File: config.mk
export PLATFORM = sky130hd
export DESIGN_NAME = multicycle_control_unit
export DESIGN_NICKNAME = d
export VERILOG_FILES = /design/src/rtl/multicycle_control_unit.sv
export SDC_FILE = /design/constraint.sdc
export NUM_CORES = 1
export LEC_CHECK = 0
export BUFFER_PORTS_ARGS = -buffer_cell sky130_fd_sc_hd__clkbuf_2
export CAP_MARGIN = 30
export CORE_UTILIZATION = 49
export DETAILED_ROUTE_END_ITERATION = 8
export PLACE_DENSITY_LB_ADDON = 0.1
export RECOVER_POWER = 100
export SLEW_MARGIN = 20
export SYNTH_ARGS = -nofsm -noshare
export SYNTH_HDL_FRONTEND = slang
export SYNTH_SLANG_ARGS = --single-unit
File: constraint.sdc
create_clock -name clk -period 2.6 [get_ports clk]
set_input_delay 0.52 -clock clk [delete_from_list [all_inputs] [get_ports clk]]
set_output_delay 0.52 -clock clk [all_outputs]
set_load 0.02 [all_outputs]
File: src/rtl/multicycle_control_unit.sv
// Multi-cycle MIPS control FSM: sequences FETCH/DECODE/EXEC/MEM/WB/BRJ over a shared
// ALU and unified memory, with a memory-ready handshake and wait-state timeout.
module multicycle_control_unit #(
  parameter int OPCODE_W = 3,
  parameter int TIMEOUT  = 15,
  parameter int CNT_W    = 4
) (
  input  logic                clk,
  input  logic                rst_n,
  input  logic [OPCODE_W-1:0] opcode,
  input  logic                zero,
  input  logic                mem_ready,
  output logic [2:0]          state,
  output logic                pc_wr,
  output logic                ir_wr,
  output logic                i_or_d,
  output logic                mem_rd,
  output logic                mem_wr,
  output logic                reg_wr,
  output logic                alu_src_a,
  output logic [1:0]          alu_src_b,
  output logic [1:0]          alu_op,
  output logic [1:0]          pc_src,
  output logic [1:0]          reg_dest,
  output logic [1:0]          mem_to_reg,
  output logic                sign_or_zero,
  output logic                illegal,
  output logic                mem_timeout,
  output logic                instr_done
);

  typedef enum logic [2:0] {
    S_FETCH  = 3'd0,
    S_DECODE = 3'd1,
    S_EXEC   = 3'd2,
    S_MEM    = 3'd3,
    S_WB     = 3'd4,
    S_BRJ    = 3'd5
  } state_t;

  localparam logic [2:0] OP_R    = 3'b000;
  localparam logic [2:0] OP_IMM  = 3'b001;
  localparam logic [2:0] OP_J    = 3'b010;
  localparam logic [2:0] OP_JAL  = 3'b011;
  localparam logic [2:0] OP_LW   = 3'b100;
  localparam logic [2:0] OP_SW   = 3'b101;
  localparam logic [2:0] OP_BEQ  = 3'b110;
  localparam logic [2:0] OP_ADDI = 3'b111;

  state_t           r_state;
  state_t           w_next;
  logic [CNT_W-1:0] r_cnt;
  logic [2:0]       w_op;
  logic             w_illegal;
  logic             w_wait;
  logic             w_tmo;

  assign w_op      = opcode[2:0];
  assign w_illegal = (opcode >> 3) != '0;
  assign w_wait    = ((r_state == S_FETCH) || (r_state == S_MEM)) && !mem_ready;
  assign w_tmo     = (TIMEOUT > 0) && w_wait && (r_cnt == CNT_W'(TIMEOUT));
  assign state     = r_state;

  always_ff @(posedge clk or negedge rst_n) begin
    if (!rst_n) begin
      r_state <= S_FETCH;
    end else begin
      r_state <= w_next;
    end
  end

  // Counts consecutive not-ready cycles; any handshake, state change or abort clears it.
  always_ff @(posedge clk or negedge rst_n) begin
    if (!rst_n) begin
      r_cnt <= '0;
    end else if (w_wait && !w_tmo) begin
      r_cnt <= r_cnt + CNT_W'(1);
    end else begin
      r_cnt <= '0;
    end
  end

  always_comb begin
    w_next       = r_state;
    pc_wr        = 1'b0;
    ir_wr        = 1'b0;
    i_or_d       = 1'b0;
    mem_rd       = 1'b0;
    mem_wr       = 1'b0;
    reg_wr       = 1'b0;
    alu_src_a    = 1'b0;
    alu_src_b    = 2'b00;
    alu_op       = 2'b00;
    pc_src       = 2'b00;
    reg_dest     = 2'b00;
    mem_to_reg   = 2'b00;
    sign_or_zero = (opcode != OPCODE_W'(1));
    illegal      = 1'b0;
    mem_timeout  = 1'b0;
    instr_done   = 1'b0;

    case (r_state)
      S_FETCH: begin
        mem_rd    = 1'b1;
        alu_src_b = 2'b01;
        ir_wr     = mem_ready;
        pc_wr     = mem_ready;
        if (mem_ready) w_next = S_DECODE;
      end
      S_DECODE: begin
        alu_src_b = 2'b11;
        if (w_illegal) begin
          illegal = 1'b1;
          w_next  = S_FETCH;
        end else if ((w_op == OP_J) || (w_op == OP_JAL) || (w_op == OP_BEQ)) begin
          w_next = S_BRJ;
        end else begin
          w_next = S_EXEC;
        end
      end
      S_EXEC: begin
        alu_src_a = 1'b1;
        case (w_op)
          OP_R:          begin alu_src_b = 2'b00; alu_op = 2'b00; w_next = S_WB;  end
          OP_IMM:        begin alu_src_b = 2'b10; alu_op = 2'b10; w_next = S_WB;  end
          OP_ADDI:       begin alu_src_b = 2'b10; alu_op = 2'b11; w_next = S_WB;  end
          OP_LW, OP_SW:  begin alu_src_b = 2'b10; alu_op = 2'b11; w_next = S_MEM; end
          default:       w_next = S_FETCH;
        endcase
      end
      S_MEM: begin
        i_or_d = 1'b1;
        mem_rd = (w_op == OP_LW);
        mem_wr = (w_op == OP_SW);
        if (mem_ready) begin
          if (w_op == OP_LW) begin
            w_next = S_WB;
          end else begin
            instr_done = 1'b1;
            w_next     = S_FETCH;
          end
        end
      end
      S_WB: begin
        reg_wr     = 1'b1;
        instr_done = 1'b1;
        reg_dest   = (w_op == OP_R)  ? 2'b01 : 2'b00;
        mem_to_reg = (w_op == OP_LW) ? 2'b01 : 2'b00;
        w_next     = S_FETCH;
      end
      S_BRJ: begin
        instr_done = 1'b1;
        w_next     = S_FETCH;
        case (w_op)
          OP_BEQ: begin
            alu_src_a = 1'b1;
            alu_op    = 2'b01;
            pc_src    = 2'b01;
            pc_wr     = zero;
          end
          OP_J: begin
            pc_src = 2'b10;
            pc_wr  = 1'b1;
          end
          OP_JAL: begin
            pc_src     = 2'b10;
            pc_wr      = 1'b1;
            reg_wr     = 1'b1;
            reg_dest   = 2'b10;
            mem_to_reg = 2'b10;
          end
          default: ;
        endcase
      end
      default: w_next = S_FETCH;
    endcase

    // Abort leaves mem_rd/mem_wr as in the waiting state but suppresses every write-back.
    if (w_tmo) begin
      mem_timeout = 1'b1;
      w_next      = S_FETCH;
      pc_wr       = 1'b0;
      ir_wr       = 1'b0;
      reg_wr      = 1'b0;
      instr_done  = 1'b0;
    end

    if (!rst_n) begin
      pc_wr       = 1'b0;
      ir_wr       = 1'b0;
      i_or_d      = 1'b0;
      mem_rd      = 1'b0;
      mem_wr      = 1'b0;
      reg_wr      = 1'b0;
      alu_src_a   = 1'b0;
      alu_src_b   = 2'b00;
      alu_op      = 2'b00;
      pc_src      = 2'b00;
      reg_dest    = 2'b00;
      mem_to_reg  = 2'b00;
      illegal     = 1'b0;
      mem_timeout = 1'b0;
      instr_done  = 1'b0;
    end
  end

endmodule

# [Word level (Yosys, flattened, before mapping)]
# Index checks and enable logic that the tools add are counted.
[totals] reg_bits=7 out_inout_bits=24 word_cells=88
[op_classes] add_sub_neg=1 n_eq_ne=16 n_mux=52 reduce_logical=17
[ops] operator="$mux 1" count=24
[ops] operator="$pmux 2 s2" count=5
[ops] operator="$eq 3x3->1 const B" count=6
[ops] operator="$mux 2" count=8
[ops] operator="$mux 3" count=5
[ops] operator="$eq 3x2->1 const B" count=4
[ops] operator="$pmux 1 s2" count=6
[ops] operator="$pmux 3 s4" count=1
[ops] operator="$eq 3x1->1 const B" count=2
[ops] operator="$logic_not 3->1" count=2
[ops] operator="$ne 3x3->1 const B" count=2
[ops] operator="$pmux 2 s3" count=1
[ops] operator="$pmux 3 s2" count=1
[ops] operator="$reduce_or 2->1" count=3
[ops] operator="$reduce_or 3->1" count=2
[ops] operator="$add 4x1->4 const B" count=1
[ops] operator="$eq 4x4->1 const B" count=1
[ops] operator="$mux 4" count=1
[ops] operator="$reduce_or 4->1" count=1
[ops] operator="$logic_and 1x1->1" count=3
[ops] operator="$logic_or 1x1->1" count=3
[ops] operator="$ne 3x1->1 const B" count=1
[ops] operator="$logic_not 1->1" count=2
[ops] operator="$reduce_and 2->1" count=1

# [Depth between registers and ports, before layout]
# Gate-level depths: netlist of the first run.
[depth] depth_word=7 ltp_mapped=5 ltp_nobuf=4

# [Worst setup path before layout of the first run]
# OpenSTA, ideal clock, no wires.
[synth_path] kind="register to output" from="register r_state[2] (netlist: state[2])" to="output port instr_done" t_arrival_ns=1.830 required_time_ns=2.080 setup_slack_ns=0.250 path_stages_with_launch=6 path_buffers=1 path_cell_list="dfrtp_1 -> buf_2 -> nand2b_1 -> nor2_1 -> nand2_1 -> o21ai_0"
[synth_via] elab_chain_cells=6 word_cells_on_any_way=11
[synth_rtl] item="from (decl)" line="50" text="state_t r_state;"
[synth_rtl] item="from (signal assigned)" line="68" text="r_state <= w_next;"
[synth_rtl] item="branches (longest 4 deep; another with $eq 3x3->1)"
[synth_rtl] item="$mux 1 *" line="179" text="if (w_tmo) begin"
[synth_rtl] item="$mux 1 *" line="188" text="if (!rst_n) begin"
[synth_rtl] item="to (decl)" line="29" text="output logic instr_done"
# Every way passes the cells marked *.

# [Final worst setup path of the first run]
[layout_path] from="register r_state[1] (netlist: state[1])" to="output port mem_timeout"
[layout_via] elab_chain_cells=6 word_cells_on_any_way=7
[layout_rtl] item="$eq 3x2->1 / $logic_not 3->1 (equally long branches)" line="60" text="assign w_wait = ((r_state == S_FETCH) || (r_state == S_MEM)) && !mem_ready;"
[layout_rtl] item="$logic_or 1x1->1 *" line="60"
[layout_rtl] item="$logic_and 1x1->1 *" line="60"
[layout_rtl] item="$logic_and 1x1->1 *" line="61" text="assign w_tmo = (TIMEOUT > 0) && w_wait && (r_cnt == CNT_W'(TIMEOUT));"
[layout_rtl] item="$mux 1 *" line="179"
[layout_rtl] item="$mux 1 *" line="188"
[layout_rtl] item="to (decl)" line="28" text="output logic mem_timeout,"
# Every way passes the cells marked *; elsewhere a longest branch is shown, timed or not.

==> results.json, run 1 <==
{
  "hold_viol": 0,
  "drc": 0,
  "post_cts_buffers": 0,
  "dpl.hpwl_mm": 1.32,
  "cts_tree": "yes",
  "grt_first_pass_wirelength_mm": 2.38,
  "drive_gt1_share_pct": 12.8,
  "n_fill_cell": 148,
  "synth-seq-cells": 7,
  "ys_seq_area_share_pct": 25.4,
  "cp_top_family": "simple AND/OR/NAND/NOR gates",
  "die_y_um": 39.5,
  "grt_max_degree": 14,
  "synth_fp_nets": 100,
  "run_status": "finished clean",
  "fin_skew_ps": 7.88,
  "path_clk_slew_ps": 60,
  "synthDistinctLibCells": 39,
  "synth.top_cell.area_share_pct": 25.4,
  "wl_per_cell_um": 12.8,
  "area_growth_syn_to_layout_pct": 13.6,
  "crit_path_end_kind": "output pin",
  "arrival_ps": 1900,
  "cts-resized-gates": 0,
  "synthFlopType": "dfrtp_1",
  "grt_usage_pct": 23.9,
  "total_power_mw": 0.716,
  "crit_required_ps": 2080,
  "portBuffers": 29,
  "pin_count": 31,
  "grt_use_met3_pct": 8.52,
  "initial_core_util_pct": 53.0,
  "max_stage_delay_ps": 520,
  "yosysMostFrequentCell": "nor2_1",
  "fmax_mhz": 414,
  "syn_area_per_cell_sq_um": 7.49,
  "cp-endpoint": "mem_timeout",
  "place.gp.congestion": 0.796,
  "synthCells": 92,
  "synth_area_leaders": "dfrtp_1, nor2_1, nand2_1",
  "slowest_stage": "dfrtp_1",
  "final_max_slew_viol_count": 0,
  "maxCapViolCount": 0,
  "startpoint": "state[1]",
  "cts_max_level": 1,
  "grt_use_met1_pct": 30.1,
  "clock_latency_ps": 260,
  "yosysWarnings": 0,
  "num_antenna_cells": 0,
  "worst_slew_pin_slew_ps": 611,
  "clock_path_buffers": 2,
  "pwr_density_cell_mw_per_mm2": 914,
  "path_cells": "nor2b_2 > or4_1 > nor3_1 > clkbuf_2",
  "rsz0062_at_grt": "no",
  "fin_crit_sh_pct": 93.0,
  "path_depth": 4,
  "layout.nets": 126,
  "busiest_layer": "met2",
  "coreArea_sq_mm": 0.00130,
  "cts_buffers": 3,
  "ctsHoldBuffers": 0,
  "critPathBufInv": 1,
  "dr.pass1.iters": 4,
  "rrSetupSlack_ps": 870,
  "critical_path_class": "reg2out",
  "synth_top_area_cell": "dfrtp_1",
  "synth_edf_count": 0,
  "synthTopCellsByCount": "nor2_1, nand2_1, dfrtp_1, a21oi_1",
  "drt-total-wl_mm": 1.70,
  "async_flop_share_pct": 100,
  "drt_iter0_drc": 12,
  "antenna_found_initial": 0,
  "cts-root-buf": "clkbuf_4",
  "min_path_type": "in2async",
  "fp.dieW_um": 39.5,
  "reg2reg_from": "state[1]",
  "leakagePower_nw": 0.329,
  "worst-r2r-cell-count": 4,
  "min_period_ps": 2420,
  "maxSlewHeadroom_pct": 58.9,
  "via_count": 750,
  "die_area_sq_mm": 0.00156,
  "cts.sinks": 7,
  "setup-violations-final": 0,
  "cp_max_fo": 13,
  "viasPerCell": 5.68,
  "use_met2_pct": 36.1,
  "ant_nets": 0,
  "final.setup.tns_ps": 0,
  "cp-start-kind": "register",
  "grt_pass1_vias": 541,
  "ir_drop_uv": 546,
  "rows": 13,
  "synth_area_sq_um": 689,
  "grt_overflow": 0,
  "reg2reg_to": "state[0]"
}
## report_power, final
part | total, mW | switching [mW] | internal [mW] | leakage, nW
Clock | 0.103 | 0.0446 | 0.0588 | 0.0150
Sequential | 0.211 | 0.0689 | 0.142 | 0.0929
Combinational | 0.401 | 0.251 | 0.150 | 0.221
Total | 0.716 | 0.364 | 0.352 | 0.329
## worst register-to-register path, delay by kind of cell (launching register included)
family / cells / cell delay, ps
AOI/OAI and AO/OA: 1 / 150
DFF: 1 / 520
and+or+nand+nor: 3 / 1000
## layer usage
layer  vias up  share of wire, %  routed length (um)
li1        369                 -                   -
met1       352                46                 773
met2        26                48                 822
met3         3               4.9                  83
met4         0               1.0                  17
met5         -                 0                   0
## flip-flops by register name, summed over array words and instances (netlist names)
name / cells
r_cnt: 4
state: 3
## kinds of logic (layout without fill, tap and decap cells)
group           Yosys count  count (layout)  share of synthesized area [%]
buf+inv                  11              36                           8.53
flops                     7               7                           25.4
simple gates             53              53                           44.5
compound gates           16              16                           15.2
fa+ha+maj                 2               2                           3.27
other cells               1               1                          0.544
xor+xnor                  2               2                           2.54
## worst min-delay path by stage
stage / to / cells after the start
floorplan: r_cnt[0] / 0
global placement: r_cnt[3] / 1
detailed placement: r_cnt[3] / 1
CTS: r_cnt[3] / 1
global route: r_cnt[3] / 1
finish: r_cnt[3] / 1
## per-stage QoR
| step | utilization [%] | worst slack, ps | std cells | instance area, sq um | hold slack, ps |
|---|---|---|---|---|---|
| after detailed placement | 62.2 | 493 | 128 | 810 | 401 |
| after CTS | 64.2 | 207 | 132 | 836 | 122 |
| final | 60.2 | 183 | 132 | 783 | 213 |
| after global routing | 60.2 | 46.4 | 132 | 783 | 245 |
| after floorplan | - | 250 | 92 | 689 | 224 |
| after global placement | 62.2 | 519 | 128 | 810 | 394 |
## cell type report
| cell class | instances | area [sq um] | area share (%) |
|---|---|---|---|
| Multi-Input combinational cell | 74 | 432 | 55.1 |
| Sequential cell | 7 | 175 | 22.4 |
| Timing Repair Buffer | 30 | 124 | 15.8 |
| Inverter | 2 | 7.51 | 0.958 |
| Tap cell | 15 | 18.8 | 2.40 |
| Clock buffer | 4 | 26.3 | 3.35 |
## cells in the final DEF (no fill, tap or decap), drive strengths merged, types with 2 or more instances in the layout
| cell | netlist | routed |
|---|---|---|
| nand2 | 10 | 10 |
| nand3b | 2 | 2 |
| nor4b | 2 | 2 |
| nor2 | 14 | 14 |
| and3 | 2 | 2 |
| a31oi | 2 | 2 |
| nor3 | 4 | 4 |
| nor2b | 5 | 5 |
| nand3 | 3 | 3 |
| a22oi | 2 | 2 |
| a21oi | 5 | 5 |
| dfrtp | 7 | 7 |
| inv | 2 | 2 |
| nor4 | 3 | 3 |
| nand2b | 4 | 4 |
| o21ai | 2 | 2 |
| clkbuf | 4 | 34 |
No activity file was read; power rests on OpenSTA's default activity.
==> run 2, diff against run 1 <==
--- a/config.mk
+++ b/config.mk
@@ -7,11 +7,10 @@
 export LEC_CHECK = 0
 export BUFFER_PORTS_ARGS = -buffer_cell sky130_fd_sc_hd__clkbuf_2
 export CAP_MARGIN = 30
-export CORE_UTILIZATION = 49
+export CORE_UTILIZATION = 41
 export DETAILED_ROUTE_END_ITERATION = 8
 export PLACE_DENSITY_LB_ADDON = 0.1
 export RECOVER_POWER = 100
-export SLEW_MARGIN = 20
 export SYNTH_ARGS = -nofsm -noshare
 export SYNTH_HDL_FRONTEND = slang
 export SYNTH_SLANG_ARGS = --single-unit
==> constraint.sdc (replaced) <==
create_clock -name clk -period 2.16 [get_ports clk]
set_input_delay 0.432 -clock clk [delete_from_list [all_inputs] [get_ports clk]]
set_output_delay 0.432 -clock clk [all_outputs]
set_load 0.02 [all_outputs]
==> run 2 against run 1 <==
Compared with the run above:
- sequential share of layout area fell by 1.9 points
- via count rose by 3.7%
- power rose by 31%
- die area rose by 18%
- critical endpoint is now pc_wr
- largest cell class unchanged
- largest power group unchanged
==> results.json, run 2 (synthesis gave the netlist of run 1 again) <==
{
  "run_status": "finished clean",
  "area_growth_syn_to_layout_pct": 26.9,
  "die_y_um": 43.0,
  "viasPerCell": 5.68,
  "hold_viol": 0,
  "min_period_ps": 2110,
  "layout.nets": 130,
  "slowest_stage": "or4_4",
  "grt_first_pass_wirelength_mm": 2.66,
  "max_stage_delay_ps": 500,
  "coreArea_sq_mm": 0.00154,
  "cts_buffers": 3,
  "fin_crit_sh_pct": 97.6,
  "via_count": 778,
  "p_sw_share_pct": 47.4,
  "grt_usage_pct": 18.8,
  "grt_max_degree": 14,
  "final_max_slew_viol_count": 0,
  "clock_path_buffers": 2,
  "final_common_cell": "clkbuf_2",
  "n_fill_cell": 144,
  "pwr-share-clk_pct": 12.4,
  "post-route-util_pct": 56.7,
  "arrival_ps": 1680,
  "pre_cts_ws_ps": 255,
  "pin_count": 31,
  "cts.sinks": 7,
  "setup_ws_ps": 51.2,
  "place.gp.congestion": 0.757,
  "mostFrequentLayoutCells": "clkbuf_2, nor2_1, nand2_1",
  "worst_slew_pin_slew_ps": 641,
  "ant_nets": 0,
  "cts_max_level": 1,
  "path_cells": "nor2b_2 > or4_4 > o21ai_2 > nor2_1 > buf_4",
  "maxCapViolCount": 0,
  "fp.dieW_um": 43.0,
  "initial_core_util_pct": 44.7,
  "place_area_sq_um": 838,
  "cp_max_fo": 5,
  "power.internal_mw": 0.491,
  "critical_path_class": "reg2out",
  "drc": 0,
  "num_antenna_cells": 0,
  "clock_latency_ps": 250,
  "seqCellArea_sq_um": 179,
  "largest_reg_flops": 4,
  "antenna_found_initial": 0,
  "dr.pass1.iters": 4,
  "fin_cells": 137,
  "drive_gt1_share_pct": 38.8,
  "seq_power_share_pct": 25.6,
  "cp-start-kind": "register",
  "fin_skew_ps": 2.76,
  "path_clk_slew_ps": 50,
  "rsz0062_at_grt": "yes",
  "crit_required_ps": 1730,
  "p_switching_mw": 0.443,
  "min_path_type": "in2async",
  "total_power_mw": 0.934,
  "ir_drop_uv": 748,
  "cts-root-buf": "clkbuf_4",
  "dpl.hpwl_mm": 1.30,
  "die_area_sq_mm": 0.00185,
  "setup-violations-final": 0,
  "cts_tree": "yes",
  "largest-register": "r_cnt",
  "pwr_density_cell_mw_per_mm2": 1070,
  "grt_pass1_vias": 625,
  "combPwrFrac_pct": 62.0,
  "multi_input_area_sq_um": 455,
  "leakagePower_nw": 0.419,
  "rows": 14,
  "grt_overflow": 0,
  "placed_cells": 132,
  "drt_iter0_drc": 9,
  "crit_path_end_kind": "output pin",
  "drt-total-wl_mm": 1.67,
  "wl_per_cell_um": 12.2,
  "maxSlewHeadroom_pct": 56.9,
  "fmax_mhz": 474,
  "portBuffers": 29,
  "fin_area_sq_um": 875
}
[run 2: repair_timing]
item	in CTS	in global routing
hold buffers	0	0
hold endpoints to repair	0	0
cloned	0	0
pin swaps	0	3
buffers inserted	0	1
endpoints found under the setup margin	1	2
gates resized for setup	1	8
[run 2: power groups by stage]
stage | Clock [mW] | Sequential, mW | Combinational [mW]
global route | 0.134 | 0.246 | 0.629
floorplan | 0 | 0.238 | 0.434
global placement | 0 | 0.237 | 0.572
detailed placement | 0 | 0.239 | 0.576
CTS | 0.121 | 0.238 | 0.579
finish | 0.116 | 0.239 | 0.579
[run 2: cell type report]
cell class / instances / area share, %
tap: 16 / 2.29
timing repair buffer: 34 / 21.3
sequential: 7 / 20.5
multi-input combinational: 74 / 52.1
inverter: 2 / 0.858
clock buffer: 4 / 3.00
[run 2: worst paths after layout]
| check | cells past startpoint | end | startpoint | slack [ps] |
|---|---|---|---|---|
| worst min-delay path | 2 | r_cnt[3] | rst_n | 190 |
| max in group asynchronous | 2 | state[0] | rst_n | 1820 |
| worst max register to register | 5 | state[0] | state[1] | 460 |
| worst max-delay path | 5 | pc_wr | state[1] | 50 |
| worst min register to register | 1 | r_cnt[0] | r_cnt[0] | 480 |
| min in group clk | 1 | r_cnt[0] | r_cnt[0] | 480 |
[run 2: through the flow]
stage,hold WS (ps),TNS (ps)
6_report,193,0
5_1_grt,208,-24.8
4_1_cts,131,0
3_5_place_dp,400,0
3_3_place_gp,399,0
2_1_floorplan,136,-12.4
[run 2: worst max-delay path, delay by kind of cell (launching register included)]
kind                   cells  cell delay [ps]
buffers and inverters      1              150
DFF                        1              440
AOI/OAI and AO/OA          1              120
and+or+nand+nor            3              720
[run 2: metal layers]
layer / global-route usage (%) / wire length, um / vias up / share of wire [%]
met1: 25.3 / 752 / 370 / 45
met5: 0 / 0 / - / 0
met4: 3.64 / 0 / 0 / 0
li1: - / - / 379 / -
met2: 29.4 / 815 / 29 / 49
met3: 6.38 / 100 / 0 / 6.0
==> run 3, diff against run 2 <==
--- a/config.mk
+++ b/config.mk
@@ -5,9 +5,11 @@
 export SDC_FILE = /design/constraint.sdc
 export NUM_CORES = 1
 export LEC_CHECK = 0
+export ABC_AREA = 1
 export BUFFER_PORTS_ARGS = -buffer_cell sky130_fd_sc_hd__clkbuf_2
 export CAP_MARGIN = 30
-export CORE_UTILIZATION = 41
+export CORE_MARGIN = 5
+export CORE_UTILIZATION = 40
 export DETAILED_ROUTE_END_ITERATION = 8
 export PLACE_DENSITY_LB_ADDON = 0.1
 export RECOVER_POWER = 100
==> run 3 against run 2 <==
Compared with the run above:
- first-iteration DRC count up 44%
- clock skew down 2.5 ps
- utilization down 4.7 points
==> results.json, run 3 <==
{
  "area_growth_syn_to_layout_pct": 23.7,
  "drive_gt1_share_pct": 14.8,
  "antenna_found_initial": 0,
  "dr.pass1.iters": 4,
  "num_antenna_cells": 0,
  "die_area_sq_mm": 0.00248,
  "leakagePower_nw": 0.442,
  "async_flop_share_pct": 100,
  "fin_area_sq_um": 785,
  "cts.sinks": 7,
  "place_area_sq_um": 791,
  "synth-seq-cells": 7,
  "min_period_ps": 1980,
  "drt_iter0_drc": 13,
  "synthDistinctLibCells": 22,
  "coreArea_sq_mm": 0.00151,
  "final_common_cell": "clkbuf_1",
  "path_clk_slew_ps": 50,
  "run_status": "finished clean",
  "cts_tree": "yes",
  "rrSetupSlack_ps": 880,
  "drc": 0,
  "min_path_type": "in2async",
  "reg2reg_from": "state[2]",
  "viasPerCell": 4.85,
  "synth_fp_nets": 112,
  "combPwrFrac_pct": 58.6,
  "synth.top_cell.area_share_pct": 27.6,
  "synthTopCellsByCount": "nand2_1, inv_1, nor2_1, nand3_1",
  "grt_overflow": 0,
  "fin_skew_ps": 0.236,
  "fin_crit_sh_pct": 91.5,
  "place.gp.congestion": 0.778,
  "ctsHoldBuffers": 0,
  "worst-r2r-cell-count": 7,
  "p_switching_mw": 0.427,
  "n_fill_cell": 180,
  "clock_latency_ps": 250,
  "rsz0062_at_grt": "no",
  "dpl.hpwl_mm": 1.39,
  "pwr-share-clk_pct": 14.7,
  "via_count": 732,
  "cts_buffers": 3,
  "clock_path_buffers": 2,
  "cts-root-buf": "clkbuf_4",
  "final.setup.tns_ps": 0,
  "total_power_mw": 0.804,
  "synth_area_leaders": "dfrtp_1, nand2_1, nand3_1",
  "ant_nets": 0,
  "cp-start-kind": "register",
  "yosysMostFrequentCell": "nand2_1",
  "yosysWarnings": 0,
  "final_max_slew_viol_count": 0,
  "layout.nets": 144,
  "grt_usage_pct": 14.6,
  "synthCells": 104,
  "hold_viol": 0,
  "arrival_ps": 1550,
  "ir_drop_uv": 492,
  "seq_power_share_pct": 26.7,
  "largest-register": "r_cnt",
  "mostFrequentLayoutCells": "clkbuf_1, nand2_1, inv_1",
  "crit_path_end_kind": "output pin",
  "reg2reg_to": "r_cnt[3]",
  "post_cts_buffers": 0,
  "synth_edf_count": 0,
  "drt-total-wl_mm": 1.65,
  "grt_pass1_vias": 685,
  "portBuffers": 29,
  "pwr_density_cell_mw_per_mm2": 1020,
  "crit_required_ps": 1730,
  "critical_path_class": "reg2out",
  "cts_max_level": 1,
  "syn_area_per_cell_sq_um": 6.10,
  "initial_core_util_pct": 42.1,
  "ys_seq_area_share_pct": 27.6,
  "largest_reg_flops": 4,
  "fmax_mhz": 506,
  "grt_first_pass_wirelength_mm": 2.87,
  "cts-resized-gates": 0,
  "fp.dieW_um": 49.8,
  "p_sw_share_pct": 53.1,
  "synthFlopType": "dfrtp_1",
  "pin_count": 31,
  "maxCapViolCount": 0,
  "synth_area_sq_um": 634,
  "die_y_um": 49.8,
  "post-route-util_pct": 52.1,
  "synth_top_area_cell": "dfrtp_1",
  "rows": 14,
  "power.internal_mw": 0.377,
  "cp_max_fo": 7,
  "grt_max_degree": 10,
  "setup-violations-final": 0,
  "wl_per_cell_um": 11.0
}
==> run 3: critical path, stage by stage, from the launching register on <==
cell	delay (ps)
dfrtp_1	440
nor2_1	250
nand2_2	110
nand2_2	100
nand2_4	60
nor3_1	140
clkbuf_2	200
==> run 3: worst max-delay path by stage <==
stage,start,end,slack [ps],cells after the start
final,state[2],mem_timeout,180,6
after global routing,state[2],mem_timeout,30,6
after CTS,state[1],alu_src_a,200,6
after detailed placement,opcode[1],mem_rd,450,7
after global placement,opcode[1],mem_rd,480,7
after floorplan,state[1],reg_dest[1],320,6
==> run 3: power groups by stage <==
stage,sequential [mW],clock (mW),combinational (mW)
4_1_cts,0.215,0.124,0.501
6_report,0.214,0.118,0.471
3_3_place_gp,0.216,0,0.497
5_1_grt,0.222,0.135,0.539
3_5_place_dp,0.218,0,0.500
2_1_floorplan,0.239,0,0.335
==> run 3: logic make-up after synthesis <==
family	after synthesis	synth area share (%)
and+or+nand+nor	60	43.0
buffers and inverters	22	14.4
adders and majority gates	1	1.97
other	1	0.591
AOI/OAI and AO/OA	11	9.66
xor gates and xnor gates	2	2.76
DFF	7	27.6
==> run 3: area by class of cell <==
type                            instances  area, sq um  area share, %
Inverter                               18         67.6           8.61
Tap cell                               16         20.0           2.55
Sequential cell                         7          175           22.3
Timing Repair Buffer                   31          133           16.9
Clock buffer                            4         26.3           3.35
Multi-Input combinational cell         75          363           46.3
==> run 3: layer usage <==
layer	GRT usage (%)	wire (um)
met1	15.8	693
met2	25.0	812
met3	4.22	110
met4	7.86	38
met5	0	0
==> run 3: per-stage QoR <==
stage | hold slack, ps | worst slack (ps) | std cells
after global routing | 230 | 32.2 | 151
after detailed placement | 364 | 453 | 147
after floorplan | 136 | 321 | 104
after CTS | 92.4 | 198 | 151
final | 204 | 183 | 151
after global placement | 356 | 480 | 147
